## config.mk

```make
export PLATFORM = sky130hd
export DESIGN_NAME = fact_sched_flat
export DESIGN_NICKNAME = d
export VERILOG_FILES = /design/src/rtl/fact_pkg.sv /design/src/rtl/fact_sched_if.sv /design/src/rtl/fact_rr_arb.sv /design/src/rtl/fact_sched.sv /design/src/flat_wrapper.sv
export SDC_FILE = /design/constraint.sdc
export NUM_CORES = 1
export LEC_CHECK = 0
export BUFFER_PORTS_ARGS = -buffer_cell sky130_fd_sc_hd__buf_2
export CAP_MARGIN = 40
export CORE_ASPECT_RATIO = 1.4
export CORE_UTILIZATION = 30
export CTS_CLUSTER_SIZE = 8
export DETAILED_ROUTE_END_ITERATION = 12
export PLACE_DENSITY_LB_ADDON = 0.25
export SYNTH_ARGS = -nofsm -noshare
export SYNTH_HDL_FRONTEND = slang
export SYNTH_SLANG_ARGS = --single-unit
```

## constraint.sdc

```tcl
create_clock -name clk -period 3.55 [get_ports clk]
set_input_delay 0.5325 -clock clk [delete_from_list [all_inputs] [get_ports clk]]
set_output_delay 0.5325 -clock clk [all_outputs]
set_load 0.01 [all_outputs]
```

## src/rtl/fact_pkg.sv

```systemverilog
// Shared types and constants for the fact_sched factorial scheduler.
package fact_pkg;
    localparam int NUM_REQ = 2;
    localparam int N_W     = 4;
    localparam int RES_W   = 32;

    localparam logic [RES_W-1:0] RES_MAX = 32'hFFFF_FFFF;

    typedef enum logic [1:0] {
        IDLE,
        CALC,
        DONE
    } state_t;
endpackage

```

## src/rtl/fact_sched_if.sv

```systemverilog
// Request/response bundle between requesters and the factorial scheduler.
interface fact_sched_if;
    logic [fact_pkg::NUM_REQ-1:0]             req_valid;
    logic [fact_pkg::NUM_REQ*fact_pkg::N_W-1:0] req_n;
    logic [fact_pkg::NUM_REQ-1:0]             req_ready;
    logic                                     resp_valid;
    logic                                     resp_ready;
    logic                                     resp_id;
    logic [fact_pkg::RES_W-1:0]               result;
    logic                                     ovf;
    logic                                     busy;

    modport master (
        output req_valid, req_n, resp_ready,
        input  req_ready, resp_valid, resp_id, result, ovf, busy
    );

    modport slave (
        input  req_valid, req_n, resp_ready,
        output req_ready, resp_valid, resp_id, result, ovf, busy
    );
endinterface

```

## src/rtl/fact_rr_arb.sv

```systemverilog
// Two-way round-robin arbiter with one-hot combinational grant.
module fact_rr_arb
    import fact_pkg::*;
(
    input  logic               clk,
    input  logic               reset,
    input  logic [NUM_REQ-1:0] i_req_valid,
    input  logic               i_en,
    output logic [NUM_REQ-1:0] o_grant,
    output logic               o_grant_id
);
    logic r_ptr;
    logic w_pick;

    // Pointer only matters on contention; a lone request wins outright.
    always_comb begin
        w_pick = i_req_valid[1];
        if (&i_req_valid) begin
            w_pick = r_ptr;
        end
    end

    always_comb begin
        o_grant    = '0;
        o_grant_id = w_pick;
        if (i_en && (|i_req_valid)) begin
            o_grant = w_pick ? 2'b10 : 2'b01;
        end
    end

    always_ff @(posedge clk or negedge reset) begin
        if (!reset) begin
            r_ptr <= 1'b0;
        end else if (|o_grant) begin
            r_ptr <= ~o_grant_id;
        end
    end
endmodule

```

## src/rtl/fact_sched.sv

```systemverilog
// Round-robin scheduler around an iterative 32-bit factorial datapath.
// Optional saturation on overflow: define FACT_SAT_EN.
module fact_sched
    import fact_pkg::*;
(
    input logic         clk,
    input logic         reset,
    fact_sched_if.slave bus
);
    state_t             r_state;
    state_t             w_next;
    logic [N_W-1:0]     r_cnt;
    logic [RES_W-1:0]   r_acc;
    logic               r_id;
    logic [NUM_REQ-1:0] w_grant;
    logic               w_gid;
    logic               w_en;
    logic               w_accept;
    logic [N_W-1:0]     w_n;

    // Gating with reset keeps req_ready low while reset is held.
    assign w_en     = (r_state == IDLE) && reset;
    assign w_accept = |w_grant;
    assign w_n      = w_gid ? bus.req_n[2*N_W-1:N_W] : bus.req_n[N_W-1:0];

    fact_rr_arb u_arb (
        .clk         (clk),
        .reset       (reset),
        .i_req_valid (bus.req_valid),
        .i_en        (w_en),
        .o_grant     (w_grant),
        .o_grant_id  (w_gid)
    );

`ifdef FACT_SAT_EN
    logic [2*RES_W-1:0] w_prod;
    logic               r_ovf;
    assign w_prod = {{RES_W{1'b0}}, r_acc}
                  * {{(2*RES_W-N_W){1'b0}}, r_cnt};
`else
    logic [RES_W-1:0] w_prod;
    assign w_prod = r_acc * {{(RES_W-N_W){1'b0}}, r_cnt};
`endif

    always_ff @(posedge clk or negedge reset) begin
        if (!reset) begin
            r_state <= IDLE;
        end else begin
            r_state <= w_next;
        end
    end

    always_comb begin
        w_next = r_state;
        unique case (r_state)
            IDLE: if (w_accept) w_next = CALC;
            CALC: if (r_cnt <= N_W'(1)) w_next = DONE;
            DONE: if (bus.resp_ready) w_next = IDLE;
            default: w_next = IDLE;
        endcase
    end

    always_ff @(posedge clk or negedge reset) begin
        if (!reset) begin
            r_cnt <= '0;
            r_acc <= '0;
            r_id  <= 1'b0;
`ifdef FACT_SAT_EN
            r_ovf <= 1'b0;
`endif
        end else begin
            unique case (r_state)
                IDLE: begin
                    if (w_accept) begin
                        r_cnt <= w_n;
                        r_acc <= RES_W'(1);
                        r_id  <= w_gid;
`ifdef FACT_SAT_EN
                        r_ovf <= 1'b0;
`endif
                    end
                end
                CALC: begin
                    if (r_cnt > N_W'(1)) begin
                        r_cnt <= r_cnt - 1'b1;
`ifdef FACT_SAT_EN
                        // Once saturated, acc is pinned for the rest of the run.
                        if (r_ovf || (|w_prod[2*RES_W-1:RES_W])) begin
                            r_acc <= RES_MAX;
                            r_ovf <= 1'b1;
                        end else begin
                            r_acc <= w_prod[RES_W-1:0];
                        end
`else
                        r_acc <= w_prod;
`endif
                    end
                end
                default: ;
            endcase
        end
    end

    assign bus.req_ready  = w_grant;
    assign bus.resp_valid = (r_state == DONE);
    assign bus.resp_id    = r_id;
    assign bus.result     = r_acc;
    assign bus.busy       = (r_state != IDLE);
`ifdef FACT_SAT_EN
    assign bus.ovf        = r_ovf;
`else
    assign bus.ovf        = 1'b0;
`endif
endmodule

```

## src/flat_wrapper.sv

```systemverilog
// flat-port wrapper written by rule: the top's interface ports become plain ports
module fact_sched_flat import fact_pkg::*;
  (clk, reset, bus_req_valid, bus_req_n, bus_resp_ready, bus_req_ready, bus_resp_valid, bus_resp_id, bus_result, bus_ovf, bus_busy);
  fact_sched_if bus_i ();
  input logic clk;
  input logic reset;
  input wire logic [$bits(bus_i.req_valid)-1:0] bus_req_valid;
  input wire logic [$bits(bus_i.req_n)-1:0] bus_req_n;
  input wire logic [$bits(bus_i.resp_ready)-1:0] bus_resp_ready;
  output wire logic [$bits(bus_i.req_ready)-1:0] bus_req_ready;
  output wire logic [$bits(bus_i.resp_valid)-1:0] bus_resp_valid;
  output wire logic [$bits(bus_i.resp_id)-1:0] bus_resp_id;
  output wire logic [$bits(bus_i.result)-1:0] bus_result;
  output wire logic [$bits(bus_i.ovf)-1:0] bus_ovf;
  output wire logic [$bits(bus_i.busy)-1:0] bus_busy;
  assign bus_i.req_valid = bus_req_valid;
  assign bus_i.req_n = bus_req_n;
  assign bus_i.resp_ready = bus_resp_ready;
  assign bus_req_ready = bus_i.req_ready;
  assign bus_resp_valid = bus_i.resp_valid;
  assign bus_resp_id = bus_i.resp_id;
  assign bus_result = bus_i.result;
  assign bus_ovf = bus_i.ovf;
  assign bus_busy = bus_i.busy;
  fact_sched u_core (.clk(clk), .reset(reset), .bus(bus_i));
endmodule
```

==> key figures, run 1 <==
Final layout
  • Count of non-filler cells in the finished layout: 1,096
  • Layout Area Growth over Synthesis: 41.36%
  • Fillers: 1,801
  • Number of antenna diodes: 0
  • Layout cells sized above 1: a little over a third
  • Final #Nets: 959

Logic synthesis
  • Warnings from Yosys: 0
  • Ys async rst share: 100.0%
  • Net count after synthesis: ~800
  • Synth Instances: 699
  • Post-synth top area share: 20.57%
  • Seq/Total Area, Yosys: 18.04%
  • Avg Cell Area, Syn: 7.937 um^2
  • Flops & latches, synth: 40
  • EDFF count, synth: 0
  • Synth unique cells: 59
  • Main area contributors after synthesis: fa_1, dfrtp_1, and2_1, inv_1, ha_1
  • Post-Syn Area: between 0.005 and 0.006 mm^2
  • Cell accounting for the most synthesized area: fa_1
  • Ys flop type: dfrtp_1

STA
  • Maximum clock rate: 0.2629 GHz
  • Fin crit share: 107.2%
  • Worst-Margin Slew: 610.1 ps
  • RSZ-0062 raised after global routing: yes
  • Final Max Tran Viols: 0
  • Endpoints failing setup: 16
  • Slew Limit Headroom: 59.33%
  • Fin Hold WS: 339.8 ps
  • Final clock skew: 8.414 ps
  • Setup WS post-layout: -254.1 ps
  • Min Tclk post-route: ~3800 ps
  • Fin. Hold Viols: 0

Global route
  • First-pass GRT wire length: between 20 and 30 mm
  • Initial antenna violation count: 0
  • Vias in the first global route: 5,412
  • GRT Total Usage: 18.14%
  • Grt ovf: 0
  • Largest net degree at the start of global routing: between 40 and 50

Die
  • Starting Density: between 30% and 40%
  • Die width: 116.9 um
  • Site Rows: 58
  • Die area: between 0.015 and 0.02 mm^2
  • Vert. Die Dim: between 150 and 200 um
  • Core area: 0.01807 mm^2
  • I/O pin count: 51

Critical path
  • CP arrival: approximately 4000 ps
  • Reg2reg path depth: 18
  • CP startpoint: u_core.r_cnt[3]
  • Required time of the critical path: 3740 ps
  • CP max FO: 9
  • Crit path capture type: flip-flop
  • CP Class: reg2reg
  • Worst r2r src: u_core.r_cnt[3]
  • Setup crit start kind: flip-flop

Placed design
  • Post-DP HPWL: 12.85 mm
  • Placed cells: 1,072
  • Final Wtd Congestion: 0.8511
  • Port Buffer Count: 49

Clock tree
  • Clock Latency Late Sink: 300 ps
  • Clock Path Buffers: 2
  • CTS tree: yes
  • H-Tree Depth: 2
  • Clk slew on worst S/H paths: 70 ps
  • Clock sink count: 40
  • CTS Buf Count: 5
  • Clock root buffer: clkbuf_16

Routing
  • Residual antenna-violating net count after detailed routing: 0
  • TritonRoute pass-1 iters: 4
  • Final wirelength: 16.38 mm
  • DR vias/cell: between 4 and 5
  • DRC Markers: 0
  • Via count: 5,166
  • Detailed-route wire length per cell: 14.95 um
  • DR iter-0 viols: 146

Worst hold path
  • Worst Hold Class: in2async

Status
  • Status: finished with violations
  • Failing checks: setup timing

Job
  • Max Cap Viol: 0
[registers in the layout (all words and copies together), names as in the netlist]
signal	flops
u_core.bus.resp_id	1
u_core.bus.result	32
u_core.r_cnt	4
u_core.r_state	2
u_core.u_arb.r_ptr	1
[Yosys cell counts (7+ instances only)]
cell type	count
a21oi_1	37
and2_1	87
inv_1	124
o211ai_1	7
dfrtp_1	40
xnor2_1	12
nand3_1	11
ha_1	34
fa_1	57
nor2_1	32
nor3_1	7
xor2_1	11
o21ai_0	37
nand2_1	89
clkbuf_1	26
[worst max-delay path: stages, from the launching register on]
cell and delay (ps):
dfrtp_1 400, buf_12 150, buf_12 130, and2_4 140, fa_1 530, inv_1 50
fa_1 550, inv_2 50, ha_4 300, nand2_2 70, o21ai_2 140, a211oi_2 80
o31a_1 350, buf_4 160, buf_6 110, buf_4 120, nand2_2 50, nor2_1 40
o31ai_1 250
[layer usage]
layer	GRT usage, %	part of all wire [%]	vias to the layer above
met5	0	0	-
met4	5.409	1.9	0
met3	1.079	1.6	21
li1	-	-	2541
met2	34.80	56	57
met1	21.07	40	2547
[stage by stage]
stage / TNS, ps / instance area [um^2] / setup slack (ps) / utilization (%)
finish: -2193 / 7843 / -254.1 / 43.40
global route: -4596 / 7843 / -358.1 / 43.40
CTS: -2183 / 7641 / -244.5 / 42.29
detailed placement: -3164 / 7177 / -316.1 / 39.72
global placement: -2636 / 7177 / -285.5 / 39.72
floorplan: 0 / 5889 / 0.2367 / -
[cells in the final DEF (no fill, tap or decap), drive strengths merged, types with 6 or more instances in the layout]
cell,instances
and2,88
nor3,7
o211ai,7
buf,177
nand2,90
o21ai,40
a21oi,38
xnor2,12
or3,6
nor2,32
dfrtp,40
nand3,11
fa,57
ha,34
inv,124
xor2,11
[path summary, 6_finish.rpt]
check                                        endpoint  slack [ps]
min in group clk                   u_core.bus.resp_id         480
worst min-delay path             u_core.bus.result[2]         340
worst min register to register     u_core.bus.resp_id         480
worst max-delay path            u_core.bus.result[22]        -250
max in group asynchronous             u_core.r_cnt[2]        2770
worst max register to register  u_core.bus.result[22]        -250
[final cells by class]
cell class,instances,area (um^2),area share (%)
Sequential cell,40,1002,12.78
Clock buffer,5,125.1,1.595
Tap cell,240,300.3,3.829
Timing Repair Buffer,178,1323,16.86
Inverter,124,467.9,5.967
Clock inverter,3,23.77,0.3031
Multi-Input combinational cell,506,4601,58.66
[kinds of logic (layout without fill, tap and decap cells)]
kind of cell,after synthesis,count (layout),share of synthesized area (%)
other cells,1,1,0.06759
buf+inv,153,310,10.46
simple gates,255,255,23.32
flops,40,40,18.04
fa+ha+maj,91,91,28.24
xor+xnor,23,23,3.631
mux,7,7,1.308
compound gates,129,129,14.93
[what timing repair did]
action,4_1_cts,5_1_grt
cloned,1,0
pin swaps,34,26
endpoints found under the setup margin,18,21
buffers inserted,10,6
hold buffers,0,0
gates resized for setup,57,45
Power of run 1 is not shown: default switching activity piles up to over one toggle a cycle in this logic, so the estimate is an artifact.
==> run 2, diff against run 1 <==
--- a/config.mk
+++ b/config.mk
@@ -6,12 +6,12 @@
 export NUM_CORES = 1
 export LEC_CHECK = 0
 export BUFFER_PORTS_ARGS = -buffer_cell sky130_fd_sc_hd__buf_2
-export CAP_MARGIN = 40
+export CAP_MARGIN = 10
 export CORE_ASPECT_RATIO = 1.4
 export CORE_UTILIZATION = 30
 export CTS_CLUSTER_SIZE = 8
 export DETAILED_ROUTE_END_ITERATION = 12
-export PLACE_DENSITY_LB_ADDON = 0.25
+export PLACE_DENSITY = 0.48
 export SYNTH_ARGS = -nofsm -noshare
 export SYNTH_HDL_FRONTEND = slang
 export SYNTH_SLANG_ARGS = --single-unit
==> constraint.sdc (replaced) <==
create_clock -name clk -period 4.7 [get_ports clk]
set_input_delay 0.705 -clock clk [delete_from_list [all_inputs] [get_ports clk]]
set_output_delay 0.705 -clock clk [all_outputs]
set_load 0.01 [all_outputs]
==> key figures, run 2 (synthesis gave the netlist of run 1 again) <==
STA
  • Setup tns final: 0 ps (was -2193 ps)
  • Final clock skew: 12.05 ps (was 8.414 ps)
  • Maximum clock rate: 0.2316 GHz (was 0.2629 GHz)
  • Endpoints failing setup: 0 (was 16)
  • RSZ-0062 raised after global routing: no (was yes)
  • Fin. Hold Viols: 0 (unchanged)
  • Slew Limit Headroom: 52.60% (was 59.33%)
  • Fin crit share: 91.87% (was 107.2%)
  • Final Max Tran Viols: 0 (unchanged)
  • Worst-Margin Slew: 710.2 ps (was 610.1 ps)
  • Min Tclk post-route: 4318 ps (was 3804 ps)

Worst hold path
  • Worst Hold Class: reg2reg (was in2async)
  • Hold depth: 1
  • Worst Hold Launch: u_core.bus.resp_id
  • Worst Hold End: u_core.bus.resp_id

Clock tree
  • Clk slew on worst S/H paths: 70 ps (about the same)
  • Clock root buffer: clkbuf_16 (unchanged)
  • CTS Buf Count: 5 (unchanged)
  • PostCTS Resize Cnt: 0 (was 57)
  • Clock sink count: 40 (unchanged)
  • CTS tree: yes (unchanged)
  • Post-CTS Setup Repair Bufs: 0 (was 10)
  • Hold Buf Count CTS: 0 (unchanged)
  • Clock Latency Late Sink: 300 ps (about the same)
  • H-Tree Depth: 2 (unchanged)
  • Clock Path Buffers: 2 (unchanged)

Routing
  • Top Layer Used: met4 (unchanged)
  • Detail Route met3 WL: 333 um (was 254 um)
  • Final wirelength: 15.27 mm (was 16.38 mm)
  • Met1 WL: 6.598 mm (was 6.624 mm)
  • Detailed-route wire length per cell: 15.63 um (was 14.95 um)
  • DRC Markers: 0 (unchanged)
  • DR WL met2: 8.131 mm (was 9.188 mm)
  • TritonRoute pass-1 iters: 4 (unchanged)
  • Residual antenna-violating net count after detailed routing: 0 (unchanged)
  • DR vias/cell: 4.822 (was 4.714)
  • Via count: 4,711 (was 5,166)
  • DR iter-0 viols: 121 (was 146)

Global route
  • Grt ovf: 0 (unchanged)
  • Vias in the first global route: 4,912 (was 5,412)
  • First-pass GRT wire length: 25.41 mm (was 26.72 mm)
  • GRT Total Usage: 17.49% (was 18.14%)
  • Largest net degree at the start of global routing: 41 (unchanged)
  • Initial antenna violation count: 0 (unchanged)

Final layout
  • Seq. cell area: 0.001001 mm^2 (was 0.001002 mm^2)
  • Core Util, Final: 34.46% (was 43.40%)
  • Multi-input logic area: 0.003969 mm^2 (was 0.004601 mm^2)
  • Max reg flops: 32 (unchanged)
  • Layout cells sized above 1: 10.85% (was 35.98%)
  • Commonest non-fill, non-tap cells in the layout: inv_1, nand2_1, and2_1 (was buf_4, inv_1, nand2_1)
  • Final #Nets: 840 (was 959)
  • Layout Area Growth over Synthesis: 12.25% (was 41.36%)
  • Commonest non-fill, non-tap cell in the layout: inv_1 (was buf_4)
  • Number of antenna diodes: 0 (unchanged)
  • Fillers: 1,946 (was 1,801)

Die
  • Vert. Die Dim: 162.9 um (unchanged)
  • Starting Density: 30.70% (unchanged)
  • Die area: 0.01905 mm^2 (unchanged)
  • Site Rows: 58 (unchanged)
  • Core area: 0.01807 mm^2 (unchanged)
  • I/O pin count: 51 (unchanged)
  • Die width: 116.9 um (unchanged)

Critical path
  • R2r endpoint: u_core.bus.result[26] (was u_core.bus.result[22])
  • Worst r2r src: u_core.r_cnt[3] (unchanged)
  • Reg2reg path depth: 14 (was 18)
  • CP max FO: 20 (was 9)
  • CP arrival: 4490 ps (was 4000 ps)
  • Required time of the critical path: 4870 ps (was 3740 ps)
  • Crit path capture type: flip-flop (unchanged)
  • R2r setup slk: 380 ps (was -250 ps)
  • Setup crit start kind: flip-flop (unchanged)
  • CP Class: reg2reg (unchanged)

Job
  • Max Cap Viol: 0 (unchanged)

Status
  • Status: finished, final reports clean (was finished with violations)

Placed design
  • Final Wtd Congestion: 0.8746 (was 0.8511)
  • Port Buffer Count: 49 (unchanged)
  • Post-DP HPWL: 12.02 mm (was 12.85 mm)
## run 2: critical path: stages (launching register included)
cell	delay [ps]
dfrtp_1	600
and2_1	270
fa_1	530
inv_1	50
fa_1	530
inv_1	40
ha_1	350
nand2_2	90
o211ai_1	290
a31oi_1	130
buf_4	170
or4b_4	550
a21boi_1	340
or3_1	170
nand3_1	70
## run 2: metrics by stage
step                      instances  hold slack, ps  setup WS, ps  cell area [um^2]
after detailed placement        969           473.6         411.4              6056
after CTS                       977           491.7         395.6              6227
after global routing            977           501.8         89.38              6227
after global placement          969           466.2         450.3              6056
after floorplan                 699           409.4         924.4              5548
final                           977           484.3         381.9              6227
## run 2: metal layers
metal | up-vias | global-route usage (%)
met4 | 0 | 4.488
met3 | 12 | 1.563
met2 | 55 | 32.25
met5 | - | 0
met1 | 2342 | 21.44
li1 | 2302 | -
## run 2: area by class of cell
type                    count  area share [%]
flip-flops and latches     40           16.07
clock inverters             3          0.7434
clock buffers               5           2.009
repair buffers             59           5.144
inverters                 124           7.474
multi-input cells         506           63.73
well taps                 240           4.822
## run 2: how the worst max path moves through the flow
stage	slack, ps	from	end
final	380	u_core.r_cnt[3]	u_core.bus.result[26]
after global placement	450	u_core.r_cnt[3]	u_core.bus.result[26]
after floorplan	920	u_core.r_cnt[3]	u_core.bus.result[30]
after detailed placement	410	u_core.r_cnt[3]	u_core.bus.result[26]
after CTS	400	u_core.r_cnt[3]	u_core.bus.result[26]
after global routing	90	u_core.r_cnt[3]	u_core.bus.result[28]
Power of run 2 is left out for the same reason.
==> run 3, diff against run 2 <==
--- a/config.mk
+++ b/config.mk
@@ -12,6 +12,8 @@
 export CTS_CLUSTER_SIZE = 8
 export DETAILED_ROUTE_END_ITERATION = 12
 export PLACE_DENSITY = 0.48
+export RECOVER_POWER = 25
+export REMOVE_ABC_BUFFERS = 1
 export SYNTH_ARGS = -nofsm -noshare
 export SYNTH_HDL_FRONTEND = slang
 export SYNTH_SLANG_ARGS = --single-unit
==> key figures, run 3 (synthesis gave the netlist of run 1 again) <==
Placed design
  • Post-DP HPWL: 12.26 mm (was 12.02 mm)
  • Port Buffer Count: 49 (unchanged)
  • Placed cells: 974 (was 969)
  • Final Wtd Congestion: 0.8624 (was 0.8746)

Critical path
  • Setup crit start kind: flip-flop (unchanged)
  • CP startpoint: u_core.r_cnt[2] (was u_core.r_cnt[3])
  • Crit path cell chain: buf_4, and2_1, fa_1, inv_1, fa_1, inv_1, ha_1, and2_0, nor2b_1, a41oi_1, nand3_1, o21ai_0, mux2i_1, nand2_1 (was and2_1, fa_1, inv_1, fa_1, inv_1, ha_1, nand2_2, o211ai_1, a31oi_1, buf_4, or4b_4, a21boi_1, or3_1, nand3_1)
  • Worst path slowest cell: dfrtp_1 (unchanged)
  • R2r endpoint: u_core.bus.result[31] (was u_core.bus.result[26])
  • CP max FO: 19 (was 20)
  • R2r setup slk: 320 ps (was 380 ps)
  • Setup crit end: u_core.bus.result[31] (was u_core.bus.result[26])
  • Crit path capture type: flip-flop (unchanged)
  • CP arrival: 4560 ps (was 4490 ps)
  • Required time of the critical path: 4880 ps (was 4870 ps)
  • Worst r2r src: u_core.r_cnt[2] (was u_core.r_cnt[3])
  • CP Class: reg2reg (unchanged)
  • Slowest stage delay, CP: 600 ps (about the same)
  • Reg2reg path depth: 14 (unchanged)

Die
  • Die width: 116.9 um (unchanged)
  • Die area: 0.01905 mm^2 (unchanged)
  • I/O pin count: 51 (unchanged)
  • Core area: 0.01807 mm^2 (unchanged)
  • Site Rows: 58 (unchanged)
  • Vert. Die Dim: 162.9 um (unchanged)
  • Starting Density: 30.70% (unchanged)

Clock tree
  • Clock root buffer: clkbuf_16 (unchanged)
  • CTS Buf Count: 5 (unchanged)
  • PostCTS Resize Cnt: 0 (unchanged)
  • Clock Latency Late Sink: 300 ps (about the same)
  • Clk slew on worst S/H paths: 70 ps (about the same)
  • CTS tree: yes (unchanged)
  • Clock Path Buffers: 2 (unchanged)
  • Clock sink count: 40 (unchanged)
  • Post-CTS Setup Repair Bufs: 0 (unchanged)
  • H-Tree Depth: 2 (unchanged)
  • Hold Buf Count CTS: 0 (unchanged)

STA
  • Final Max Tran Viols: 41 (was 0)
  • Fin. Hold Viols: 0 (unchanged)
  • Min Tclk post-route: 4376 ps (was 4318 ps)
  • Slew Limit Headroom: -66.33% (was 52.60%)
  • Setup tns final: 0 ps (unchanged)
  • RSZ-0062 raised after global routing: no (unchanged)
  • Fin crit share: 93.10% (was 91.87%)
  • Maximum clock rate: 0.2285 GHz (was 0.2316 GHz)
  • Endpoints failing setup: 0 (unchanged)
  • Final clock skew: 5.658 ps (was 12.05 ps)
  • Worst-Margin Slew: 2495 ps (was 710.2 ps)

Routing
  • Detailed-route wire length per cell: 15.74 um (was 15.63 um)
  • Final wirelength: 15.46 mm (was 15.27 mm)
  • Residual antenna-violating net count after detailed routing: 0 (unchanged)
  • DR iter-0 viols: 188 (was 121)
  • TritonRoute pass-1 iters: 4 (unchanged)
  • DRC Markers: 0 (unchanged)
  • Via count: 4,708 (was 4,711)
  • DR vias/cell: 4.794 (was 4.822)

Status
  • Failing checks: capacitance limit, slew limit
  • Status: finished with violations (was finished, final reports clean)

Final layout
  • Multi-input logic area: 0.003969 mm^2 (unchanged)
  • Max reg flops: 32 (unchanged)
  • Number of antenna diodes: 0 (unchanged)
  • Layout cells sized above 1: 11.32% (was 10.85%)
  • Layout Area Growth over Synthesis: 12.86% (was 12.25%)
  • Core Util, Final: 34.65% (was 34.46%)
  • Count of non-filler cells in the finished layout: 982 (was 977)
  • Commonest non-fill, non-tap cells in the layout: inv_1, nand2_1, and2_1 (unchanged)
  • Fillers: 1,910 (was 1,946)
  • Commonest non-fill, non-tap cell in the layout: inv_1 (unchanged)
  • Final #Nets: 845 (was 840)
  • Seq. cell area: 0.001001 mm^2 (unchanged)

Global route
  • Grt ovf: 0 (unchanged)
  • Vias in the first global route: 4,977 (was 4,912)
  • Met3 usage: 1.898% (was 1.563%)
  • Largest net degree at the start of global routing: 41 (unchanged)
  • Global routing usage on met2: 33.14% (was 32.25%)
  • First-pass GRT wire length: 25.90 mm (was 25.41 mm)
  • Initial antenna violation count: 0 (unchanged)
  • GRT Total Usage: 17.71% (was 17.49%)
  • GR peak layer: met2 (unchanged)
  • GR Layer Usage met1: 21.30% (was 21.44%)

Job
  • Max Cap Viol: 1 (was 0)

Worst hold path
  • Worst Hold Class: reg2reg (unchanged)
  • Worst Hold Launch: u_core.bus.resp_id (unchanged)
-- run 3: cell types whose count changed in the layout (fill, tap and decap cells not counted), sizes merged --
cell / previous run / this run
clkbuf: 5 / 6
buf: 59 / 63
-- run 3: worst max-delay path, delay by kind of cell (launching register included) --
kind | cells | cell delay, ps
compound gates | 2 | 750
fa+ha+maj | 3 | 1410
flops | 1 | 600
mux | 1 | 230
buf+inv | 3 | 400
simple gates | 5 | 860
-- run 3: area by class of cell --
type | count | share of cell area, %
multi-input cells | 506 | 63.39
flip-flops and latches | 40 | 15.99
inverters | 124 | 7.434
repair buffers | 64 | 5.655
well taps | 240 | 4.796
clock buffers | 5 | 1.998
clock inverters | 3 | 0.7394
-- run 3: how the worst min path moves through the flow --
stage	to	depth (start not counted)	slack, ps
final	u_core.bus.resp_id	1	500
after global routing	u_core.bus.resp_id	1	500
after CTS	u_core.bus.resp_id	1	500
after detailed placement	u_core.bus.resp_id	1	480
after global placement	u_core.bus.resp_id	1	480
after floorplan	u_core.bus.resp_id	0	410
-- run 3: through the flow --
stage / instance area, um^2 / setup slack (ps) / hold WS (ps)
final: 6261 / 324.5 / 496.5
after global routing: 6261 / 105.0 / 503.1
after CTS: 6265 / 353.2 / 501.4
after detailed placement: 6093 / 384.0 / 477.8
after global placement: 6093 / 377.6 / 477.4
after floorplan: 5433 / 854.7 / 409.4
-- run 3: metal layers --
metal	share of wire, %	up-vias
met5	0	-
li1	-	2326
met4	1.2	0
met1	43	2302
met3	2.2	13
met2	54	67
Power of run 3 is left out for the same reason.
